<file path="config.mk">
export PLATFORM = sky130hd
export DESIGN_NAME = conv_window_ctrl
export DESIGN_NICKNAME = d
export VERILOG_FILES = /design/src/rtl/conv_window_ctrl.sv
export SDC_FILE = /design/constraint.sdc
export NUM_CORES = 1
export LEC_CHECK = 0
export ABC_AREA = 1
export BUFFER_PORTS_ARGS = -buffer_cell sky130_fd_sc_hd__buf_2
export CORE_ASPECT_RATIO = 1.4
export CORE_MARGIN = 8
export CORE_UTILIZATION = 25
export DETAILED_ROUTE_END_ITERATION = 7
export GPL_TIMING_DRIVEN = 0
export SLEW_MARGIN = 20
export SYNTH_ARGS = -nofsm -noshare
export SYNTH_HDL_FRONTEND = slang
export SYNTH_SLANG_ARGS = --single-unit
</file>
<file path="constraint.sdc">
create_clock -name clk_i -period 4.25 [get_ports clk_i]
set_input_delay 0.85 -clock clk_i [delete_from_list [all_inputs] [get_ports clk_i]]
set_output_delay 0.85 -clock clk_i [all_outputs]
set_load 0.1 [all_outputs]
</file>
<file path="src/rtl/conv_window_ctrl.sv">
// conv_window_ctrl
//   Sequencer for the streaming-convolution sample buffer. Writes each accepted input sample
//   into a circular buffer and, once a full kernel of samples is present, presents one window
//   per stride as a set of read addresses ordered oldest-first.
//
// Ports
//   clk_i             rising-edge clock
//   rst_i             synchronous, active-high reset
//   start_i           launches a frame (ignored while busy)
//   cfg_frame_len_i   samples per frame, latched on start
//   cfg_stride_i      window stride, latched on start (0 behaves as 1)
//   busy_o            frame in progress
//   done_o            single-cycle pulse at frame completion
//   in_valid_i/in_ready_o/in_data_i      input sample stream
//   mem_en_o/mem_addr_o/mem_data_o       buffer write port (combinational)
//   mem_read_addr_o   K read addresses, index 0 = oldest sample of the window
//   win_valid_o/win_ready_i              window handshake
//   win_idx_o         window index within the frame
module conv_window_ctrl #(
   parameter int unsigned MEMORY_SIZE   = 24,
   parameter int unsigned READ_ADDR_LEN = 8,
   parameter int unsigned INPUT_PREC    = 8
) (
   input  logic                  clk_i,
   input  logic                  rst_i,
   input  logic                  start_i,
   input  logic [15:0]           cfg_frame_len_i,
   input  logic [3:0]            cfg_stride_i,
   output logic                  busy_o,
   output logic                  done_o,
   input  logic                  in_valid_i,
   output logic                  in_ready_o,
   input  logic [INPUT_PREC-1:0] in_data_i,
   output logic                  mem_en_o,
   output logic [INPUT_PREC-1:0] mem_addr_o,
   output logic [INPUT_PREC-1:0] mem_data_o,
   output logic [INPUT_PREC-1:0] mem_read_addr_o [READ_ADDR_LEN],
   output logic                  win_valid_o,
   input  logic                  win_ready_i,
   output logic [15:0]           win_idx_o
);

   localparam int unsigned AW = INPUT_PREC;
   // One extra bit so MEMORY_SIZE itself (up to 2**AW) and base+i sums are representable.
   localparam int unsigned SW = INPUT_PREC + 1;
   localparam logic [SW-1:0] MemSize  = SW'(MEMORY_SIZE);
   localparam logic [SW-1:0] KMinus1  = SW'(READ_ADDR_LEN - 1);
   localparam logic [AW-1:0] LastAddr = AW'(MEMORY_SIZE - 1);
   localparam logic [15:0]   PhaseInit = 16'(READ_ADDR_LEN - 1);

   typedef enum logic [1:0] {StIdle, StRun, StDrain, StDone} state_e;

   state_e          state_q;
   logic [AW-1:0]   wr_ptr_q;
   logic [15:0]     n_q;
   logic [15:0]     phase_q;      // accepts remaining until the next producing sample
   logic [15:0]     stride_m1_q;
   logic [15:0]     frame_len_q;
   logic [15:0]     win_idx_q;
   logic            win_valid_q;
   logic [AW-1:0]   rd_addr_q [READ_ADDR_LEN];
   logic [AW-1:0]   rd_addr_d [READ_ADDR_LEN];

   logic            in_ready;
   logic            accept;
   logic            produce;
   logic            last;
   logic            hs;
   logic [SW-1:0]   base;
   logic [SW-1:0]   sum;

   assign in_ready = (state_q == StRun) && !(win_valid_q && !win_ready_i);
   assign accept   = in_valid_i && in_ready;
   assign produce  = accept && (phase_q == 16'd0);
   assign last     = accept && ((n_q + 16'd1) == frame_len_q);
   assign hs       = win_valid_q && win_ready_i;

   // Window addresses derived from the slot being written this cycle (the newest sample).
   always_comb begin
      sum = '0;
      if ({1'b0, wr_ptr_q} >= KMinus1) begin
         base = {1'b0, wr_ptr_q} - KMinus1;
      end else begin
         base = {1'b0, wr_ptr_q} + MemSize - KMinus1;
      end
      for (int i = 0; i < READ_ADDR_LEN; i++) begin
         sum = base + SW'(i);
         if (sum >= MemSize) begin
            sum = sum - MemSize;
         end
         rd_addr_d[i] = sum[AW-1:0];
      end
   end

   always_ff @(posedge clk_i) begin
      if (rst_i) begin
         state_q     <= StIdle;
         wr_ptr_q    <= '0;
         n_q         <= '0;
         phase_q     <= '0;
         stride_m1_q <= '0;
         frame_len_q <= '0;
         win_idx_q   <= '0;
         win_valid_q <= 1'b0;
         for (int i = 0; i < READ_ADDR_LEN; i++) begin
            rd_addr_q[i] <= '0;
         end
      end else begin
         case (state_q)
            StIdle: begin
               if (start_i) begin
                  frame_len_q <= cfg_frame_len_i;
                  stride_m1_q <= (cfg_stride_i == 4'd0) ? 16'd0 : {12'd0, cfg_stride_i - 4'd1};
                  n_q         <= '0;
                  phase_q     <= PhaseInit;
                  win_idx_q   <= '0;
                  state_q     <= (cfg_frame_len_i == 16'd0) ? StDone : StRun;
               end
            end
            StRun: begin
               if (accept) begin
                  wr_ptr_q <= (wr_ptr_q == LastAddr) ? '0 : wr_ptr_q + 1'b1;
                  n_q      <= n_q + 16'd1;
                  phase_q  <= produce ? stride_m1_q : phase_q - 16'd1;
                  if (last) begin
                     state_q <= produce ? StDrain : StDone;
                  end
               end
            end
            StDrain: begin
               if (hs) begin
                  state_q <= StDone;
               end
            end
            default: begin
               state_q <= StIdle;
            end
         endcase

         if (hs) begin
            win_idx_q   <= win_idx_q + 16'd1;
            win_valid_q <= 1'b0;
         end
         // A new window overrides the clear when consume and produce coincide.
         if (produce) begin
            win_valid_q <= 1'b1;
            rd_addr_q   <= rd_addr_d;
         end
      end
   end

   assign busy_o          = (state_q == StRun) || (state_q == StDrain);
   assign done_o          = (state_q == StDone);
   assign in_ready_o      = in_ready;
   assign mem_en_o        = accept;
   assign mem_addr_o      = wr_ptr_q;
   assign mem_data_o      = in_data_i;
   assign mem_read_addr_o = rd_addr_q;
   assign win_valid_o     = win_valid_q;
   assign win_idx_o       = win_idx_q;

endmodule
</file>
==> metrics.csv, run 1 <==
stage,metric,value,unit
status,outcome,finished clean,
critical_path,crit path buf inv count,6,
layout,share of cells above drive strength 1,20.76,%
route,via density per instance,4.721,
clocking,Clock Latency Late Sink,0.44,ns
clocking,"Clk pin slew, worst setup/hold paths",0.06,ns
timing,Max Clk Rate,264.1,MHz
synthesis,number of synthesized register bits,133,
synthesis,mapped cell area,0.008543,mm^2
critical_path,critical path type,reg2reg,
power,VDD IR max,0.4105,mV
critical_path,Crit path largest cell delay,0.54,ns
timing,Final Hold Fails,0,
clocking,setup repair bufs after CTS,0,
power,sw power,3.865,mW
timing,final period utilization,89.09,%
synthesis,"count leader, synth",nand2_1,
critical_path,Worst path depth,22,
floorplanning,Die ar.,0.04043,mm^2
synthesis,most frequent cells after synthesis,"255 x nand2_1, 146 x nor2_1, 133 x dfxtp_1, 120 x inv_1, 118 x a21oi_1",
route,DR WL/cell,15.97,um
critical_path,CP most frequent cell,nand2_2,
power,Internal,3.504,mW
critical_path,startpoint types,flop,
route,first-pass iteration count of the detailed router,5,
synthesis,Synth Area in Compound Gates,15.33,%
clocking,Inserted Clock Buffers,17,
clocking,CTS Root Cell,clkbuf_16,
power,Clock Power Share,20.1,%
synthesis,Synth area leader,dfxtp_1,
synthesis,mux cell area share after synthesis,0,%
power,Sw Share,52.45,%
global_route,first-pass GRT wire length,45.40,mm
synthesis,Yosys top cell area share,31.17,%
route,DRC errors left,0,
timing,post-layout minimum cycle time,3.786,ns
floorplanning,# rows,80,
synthesis,sequential fraction of the synthesis area,31.17,%
hold_path,HP Class,reg2reg,
layout,"Non-Filler Cell Area, Final",0.01031,mm^2
layout,"Area growth, synth to finish",20.71,%
critical_path,CP required,4.59,ns
critical_path,Crit path max-delay family,simple AND/OR/NAND/NOR gates,
power,sequential share of power,22.5,%
synthesis,main combinational cell family by area after synthesis,simple AND/OR/NAND/NOR gates,
timing,Clock Skew,0.01089,ns
clocking,deepest clock path buffer count,2,
power,Comb pwr share,57.4,%
placement,Final HPWL DP,22.77,mm
floorplanning,Starting Density,25.18,%
timing,Pins Over Slew Limit,0,
synthesis,Synth area leaders,"dfxtp_1 31%, nand2_1 11%, a21oi_1 6.9%",
timing,worst rel slew slack,38.63,%
synthesis,Synth Area in Adders,4.247,%
global_route,GRT Residual Overflow,0,
power,total power,7.369,mW
clocking,CTS tree,yes,
route,Starting DRT DRC Count,525,
placement,number of port buffers,125,
layout,Nets,1451,
power,power per cell area,714.6,mW/mm^2
clocking,cts-stage hold buffer count,0,
critical_path,CP Capture Type,flop,
floorplanning,Ports,134,
layout,Final Util,30.39,%
synthesis,"EDFF count, synth",0,
timing,Final WS setup,0.4636,ns
route,post-route antenna net violation count,0,
timing,Final setup viols,0,
placement,pre-CTS setup slack,0.5589,ns
synthesis,xor and xnor fraction of the mapped netlist area,5.477,%
clocking,clk sinks,133,
synthesis,syn_area_per_cell,6.862,um^2
synthesis,ys flop type,dfxtp_1,
global_route,vias in the first global route,8367,
global_route,largest net degree at the start of global routing,17,
synthesis,Cells after Synth,1245,
clocking,CTS H-tree depth,4,
global_route,Total GRT Usage,14.55,%
timing,Slew @ Worst Pin,0.9206,ns
global_route,initial antenna violation count,1,
placement,Post-DP Area,0.009733,mm^2
synthesis,async set-or-reset flop fraction in the synthesized netlist,0,%
critical_path,slowest CP cell,dfxtp_1,
placement,Routability Congestion,0.9246,
critical_path,arrival time worst endpoint,4.13,ns
floorplanning,die height,234.7,um
critical_path,worst-path fanout max,8,
layout,Ant. Diodes,0,
floorplanning,Core ar.,0.03393,mm^2
route,Vias,8748,
power,LEAKAGE,4.580,nW
synthesis,Yosys Warn Count,0,
critical_path,CP Cell Sequence,"ha_1, nand2_2, nand2_2, inv_2, nand2_2, nand2_2, inv_2, ha_1, clkbuf_1, nand2_1, inv_1, xor2_1, inv_1, ha_1, nand3_1, nor2_1, a21oi_2, nand2_2, nand2_1, nand3_1, nand2_1, inv_1",
hold_path,Worst Hold Path Cells,2,
clocking,post-cts resize count,0,
synthesis,Netlist cell types,60,
timing,RSZ-0062 raised after global routing,false,
run,Max Cap Viol,0,
timing,setup tns final,0,ns
synthesis,syn_nets,1307,
floorplanning,Die Wd,172.2,um
synthesis,simple logic cell fraction of the synthesized area,33.35,%
critical_path,Worst R2R Path Depth,22,
route,drt total wl,29.60,mm
==> flip-flops by register name, summed over array words and instances, names as in the netlist <==
name and cells:
win_idx_o 16, mem_addr_o 8, mem_read_addr_o 54, state_q 2, frame_len_q 16, win_valid_o 1, phase_q 16, n_q 16
stride_m1_q 4
==> layer usage <==
metal | track usage [%] | routed length [um] | vias up
li1 | - | - | 4353
met1 | 16.13 | 12050 | 4067
met2 | 25.62 | 14660 | 266
met3 | 2.819 | 1713 | 62
met4 | 7.596 | 1171 | 0
met5 | 0 | 0 | -
==> worst reg2reg max path, stage by stage (launching register included) <==
cell	delay [ns]
dfxtp_1	0.54
ha_1	0.33
nand2_2	0.12
nand2_2	0.14
inv_2	0.04
nand2_2	0.12
nand2_2	0.19
inv_2	0.21
ha_1	0.17
clkbuf_1	0.30
nand2_1	0.09
inv_1	0.10
xor2_1	0.26
inv_1	0.11
ha_1	0.26
nand3_1	0.09
nor2_1	0.06
a21oi_2	0.19
nand2_2	0.11
nand2_1	0.07
nand3_1	0.06
nand2_1	0.09
inv_1	0.04
==> cells by family (layout without fill, tap and decap cells) <==
group / Yosys count / in the layout
buffers and inverters: 195 / 352
xor gates and xnor gates: 42 / 42
AOI/OAI and AO/OA: 237 / 237
adders and majority gates: 29 / 29
and+or+nand+nor: 609 / 609
DFF: 133 / 133
==> path summary, 6_finish.rpt <==
path	end	startpoint	slack [ns]
setup / recovery	mem_read_addr_o[43]	mem_addr_o[0]	0.46
hold / removal	mem_read_addr_o[4]	mem_read_addr_o[4]	0.46
setup reg to reg	mem_read_addr_o[43]	mem_addr_o[0]	0.46
hold reg to reg	mem_read_addr_o[4]	mem_read_addr_o[4]	0.46
==> metrics by stage <==
| step | hold slack, ns | instances |
|---|---|---|
| global placement | 0.4497 | 1821 |
| floorplan | 0.4310 | 1245 |
| finish | 0.4594 | 1853 |
| global route | 0.4761 | 1853 |
| detailed placement | 0.4520 | 1821 |
| CTS | 0.4621 | 1853 |
==> power groups by stage <==
stage	logic, mW	clock network, mW	registers (mW)
floorplan	2.67	0	2.34
global placement	4.17	0	1.67
detailed placement	4.21	0	1.68
CTS	4.23	1.51	1.65
global route	4.62	1.56	1.68
finish	4.23	1.48	1.66
==> cell type report <==
| cell class | instances | area [um^2] |
|---|---|---|
| buffer | 61 | 385.4 |
| clock buffer | 18 | 429.2 |
| clock inverter | 14 | 150.1 |
| fill | 3715 | 23620 |
| inverter | 134 | 505.5 |
| multi-input combinational | 917 | 4990 |
| sequential | 133 | 2663 |
| tap | 451 | 564.3 |
| timing repair buffer | 125 | 625.6 |
==> cells in the final DEF (no fill, tap or decap), drive strengths merged, types with 3 or more instances in the layout <==
master and count:
o211ai 4, clkinv 8, o21ai 81, o221ai 3
nand4 18, clkbuf 45, o21bai 3, buf 158
a211oi 9, nand2 288, dfxtp 133, ha 29
nor2 173, a21oi 123, nor4 9, xor2 25
or2 6, nor3 15, nand3b 6, nand3 89
xnor2 15, clkinvlp 3, inv 135
(Power assumes the default switching activity.)
==> inputs of run 2 (changes only) <==
- MAX_ROUTING_LAYER: default -> met4
==> run 2 against run 1 <==
Net effect:
- routed wire length about the same
- power about the same
- worst hold slack worse by 0.00053 ns
- final area is essentially flat
- via count is 0.62% lower
- critical path type unchanged
- highest routed layer unchanged
==> metrics.csv, run 2 (synthesis results as in run 1) <==
stage,metric,value,unit,change
status,outcome,finished clean,,
route,Starting DRT DRC Count,436,,-17%
timing,Slew @ Worst Pin,1.002,ns,+0.08135 ns
route,post-route antenna net violation count,0,,unchanged
placement,number of port buffers,125,,unchanged
critical_path,slowest CP cell,dfxtp_1,,
power,Internal,3.517,mW,+0.38%
power,Clock Power Share,20.0,%,about the same
timing,final period utilization,90.05,%,+0.96 points
critical_path,worst-path fanout max,8,,unchanged
route,first-pass iteration count of the detailed router,5,,unchanged
timing,post-layout minimum cycle time,3.827,ns,+0.04086 ns
timing,RSZ-0062 raised after global routing,false,,
timing,Pins Over Slew Limit,0,,unchanged
placement,Routability Congestion,0.9518,,+2.9%
timing,Final setup viols,0,,unchanged
power,power per cell area,714.3,mW/mm^2,about the same
global_route,vias in the first global route,8560,,+2.3%
clocking,deepest clock path buffer count,2,,unchanged
layout,"commonest non-fill, non-tap cell in the layout",nand2_1,,
layout,most frequent cells in the layout,"255 x nand2_1, 146 x nor2_1, 133 x dfxtp_1",,
layout,number of flip-flops in the largest register,54,,unchanged
timing,worst rel slew slack,33.21,%,-5.4 points
route,Vias,8694,,-0.62%
critical_path,critical path type,reg2reg,,
floorplanning,Die ar.,0.04043,mm^2,unchanged
route,via density per instance,4.692,,-0.62%
global_route,initial antenna violation count,0,,-1
placement,pre-CTS setup slack,0.4906,ns,-0.06826 ns
power,sw power,3.848,mW,-0.44%
clocking,Clock Latency Late Sink,0.44,ns,about the same
critical_path,CP Cell Sequence,"ha_1, nand2_2, nand2_2, inv_2, nand2_2, nand2_2, inv_2, ha_1, clkbuf_1, a21oi_1, or2_2, nand2_1, inv_1, ha_1, nor2_2, nand2_2, nor2_4, nand2_4, nand3_1, a21oi_1",,
layout,"Area growth, synth to finish",20.69,%,about the same
floorplanning,Core ar.,0.03393,mm^2,unchanged
route,drt total wl,29.62,mm,about the same
clocking,Inserted Clock Buffers,17,,unchanged
timing,setup tns final,0,ns,unchanged
clocking,post-cts resize count,0,,unchanged
global_route,Total GRT Usage,15.14,%,+0.59 points
clocking,CTS H-tree depth,4,,unchanged
clocking,"Clk pin slew, worst setup/hold paths",0.06,ns,about the same
power,LEAKAGE,4.577,nW,about the same
power,Comb pwr share,57.5,%,about the same
global_route,first-pass GRT wire length,46.07,mm,+1.5%
clocking,CTS tree,yes,,
route,DRC errors left,0,,unchanged
critical_path,arrival time worst endpoint,4.12,ns,about the same
placement,Final HPWL DP,22.84,mm,+0.29%
clocking,cts-stage hold buffer count,0,,unchanged
route,DR WL/cell,15.98,um,about the same
power,VDD IR max,0.3522,mV,-14%
critical_path,CP Capture Type,flop,,
timing,Final Hold Fails,0,,unchanged
floorplanning,Die Wd,172.2,um,unchanged
timing,Max Clk Rate,261.3,MHz,-1.1%
critical_path,CP most frequent cell,nand2_2,,
clocking,CTS Root Cell,clkbuf_16,,
clocking,setup repair bufs after CTS,0,,unchanged
floorplanning,Starting Density,25.18,%,unchanged
global_route,GRT Residual Overflow,0,,unchanged
floorplanning,die height,234.7,um,unchanged
clocking,clk sinks,133,,unchanged
timing,Clock Skew,0.01244,ns,+0.001550 ns
power,Sw Share,52.25,%,-0.20 points
global_route,largest net degree at the start of global routing,17,,unchanged
critical_path,Crit path largest cell delay,0.57,ns,+0.03 ns
critical_path,CP required,4.54,ns,-0.05 ns
power,sequential share of power,22.5,%,about the same
timing,Final WS setup,0.4228,ns,-0.04086 ns
run,Max Cap Viol,0,,unchanged
layout,Nets,1451,,unchanged
floorplanning,# rows,80,,unchanged
layout,Ant. Diodes,0,,unchanged
floorplanning,Ports,134,,unchanged
hold_path,HP Class,reg2reg,,
critical_path,startpoint types,flop,,
layout,share of cells above drive strength 1,20.61,%,-0.14 points
[run 2: cell count changes in the layout (fill, tap and decap cells not counted)]
| cell | delta |
|---|---|
| clkbuf_1 | +2 |
| inv_6 | -2 |
| clkbuf_8 | +1 |
| clkinv_2 | -1 |
[run 2: stage by stage]
| step | cells | util, % | area [um^2] | hold WS [ns] | power [mW] |
|---|---|---|---|---|---|
| after floorplan | 1245 | - | 8543 | 0.4310 | 5.014 |
| after global placement | 1821 | 28.68 | 9733 | 0.4447 | 5.850 |
| after detailed placement | 1821 | 28.68 | 9733 | 0.4517 | 5.901 |
| after CTS | 1853 | 30.39 | 10310 | 0.4612 | 7.401 |
| after global routing | 1853 | 30.39 | 10310 | 0.4768 | 7.844 |
| final | 1853 | 30.39 | 10310 | 0.4588 | 7.365 |
[run 2: routing by layer]
metal | vias up | share of wire (%) | GRT usage [%]
met5 | - | 0 | -
met4 | 0 | 4.7 | 8.381
li1 | 4342 | - | -
met3 | 72 | 4.9 | 2.517
met2 | 274 | 50 | 25.71
met1 | 4006 | 41 | 16.44
[run 2: final timing paths]
path,startpoint,end,slack [ns],cells after the start
worst max-delay path,mem_addr_o[0],mem_read_addr_o[15],0.42,20
worst max register to register,mem_addr_o[0],mem_read_addr_o[15],0.42,20
worst min-delay path,frame_len_q[15],frame_len_q[15],0.46,2
worst min register to register,frame_len_q[15],frame_len_q[15],0.46,2
[run 2: area by class of cell]
type | count | area, um^2
inverters | 134 | 505.5
plain buffers | 61 | 385.4
clock buffers | 21 | 450.4
well taps | 451 | 564.3
clock inverters | 11 | 127.6
repair buffers | 125 | 625.6
fillers | 3750 | 23620
multi-input cells | 917 | 4990
flip-flops and latches | 133 | 2663
[run 2: critical path: cells and delay by family (launching register included)]
family / cells / cell delay (ns)
flip-flops: 1 / 0.57
buffers and inverters: 4 / 0.60
AO/OA/AOI/OAI: 2 / 0.18
adder cells (fa/ha/maj): 3 / 0.75
AND/OR/NAND/NOR: 11 / 1.57
[run 2: power by group through the flow]
stage	Combinational, mW	Sequential (mW)	Clock (mW)
6_report	4.23	1.66	1.47
5_1_grt	4.62	1.68	1.54
4_1_cts	4.24	1.65	1.51
2_1_floorplan	2.67	2.34	0
3_3_place_gp	4.18	1.67	0
3_5_place_dp	4.22	1.68	0
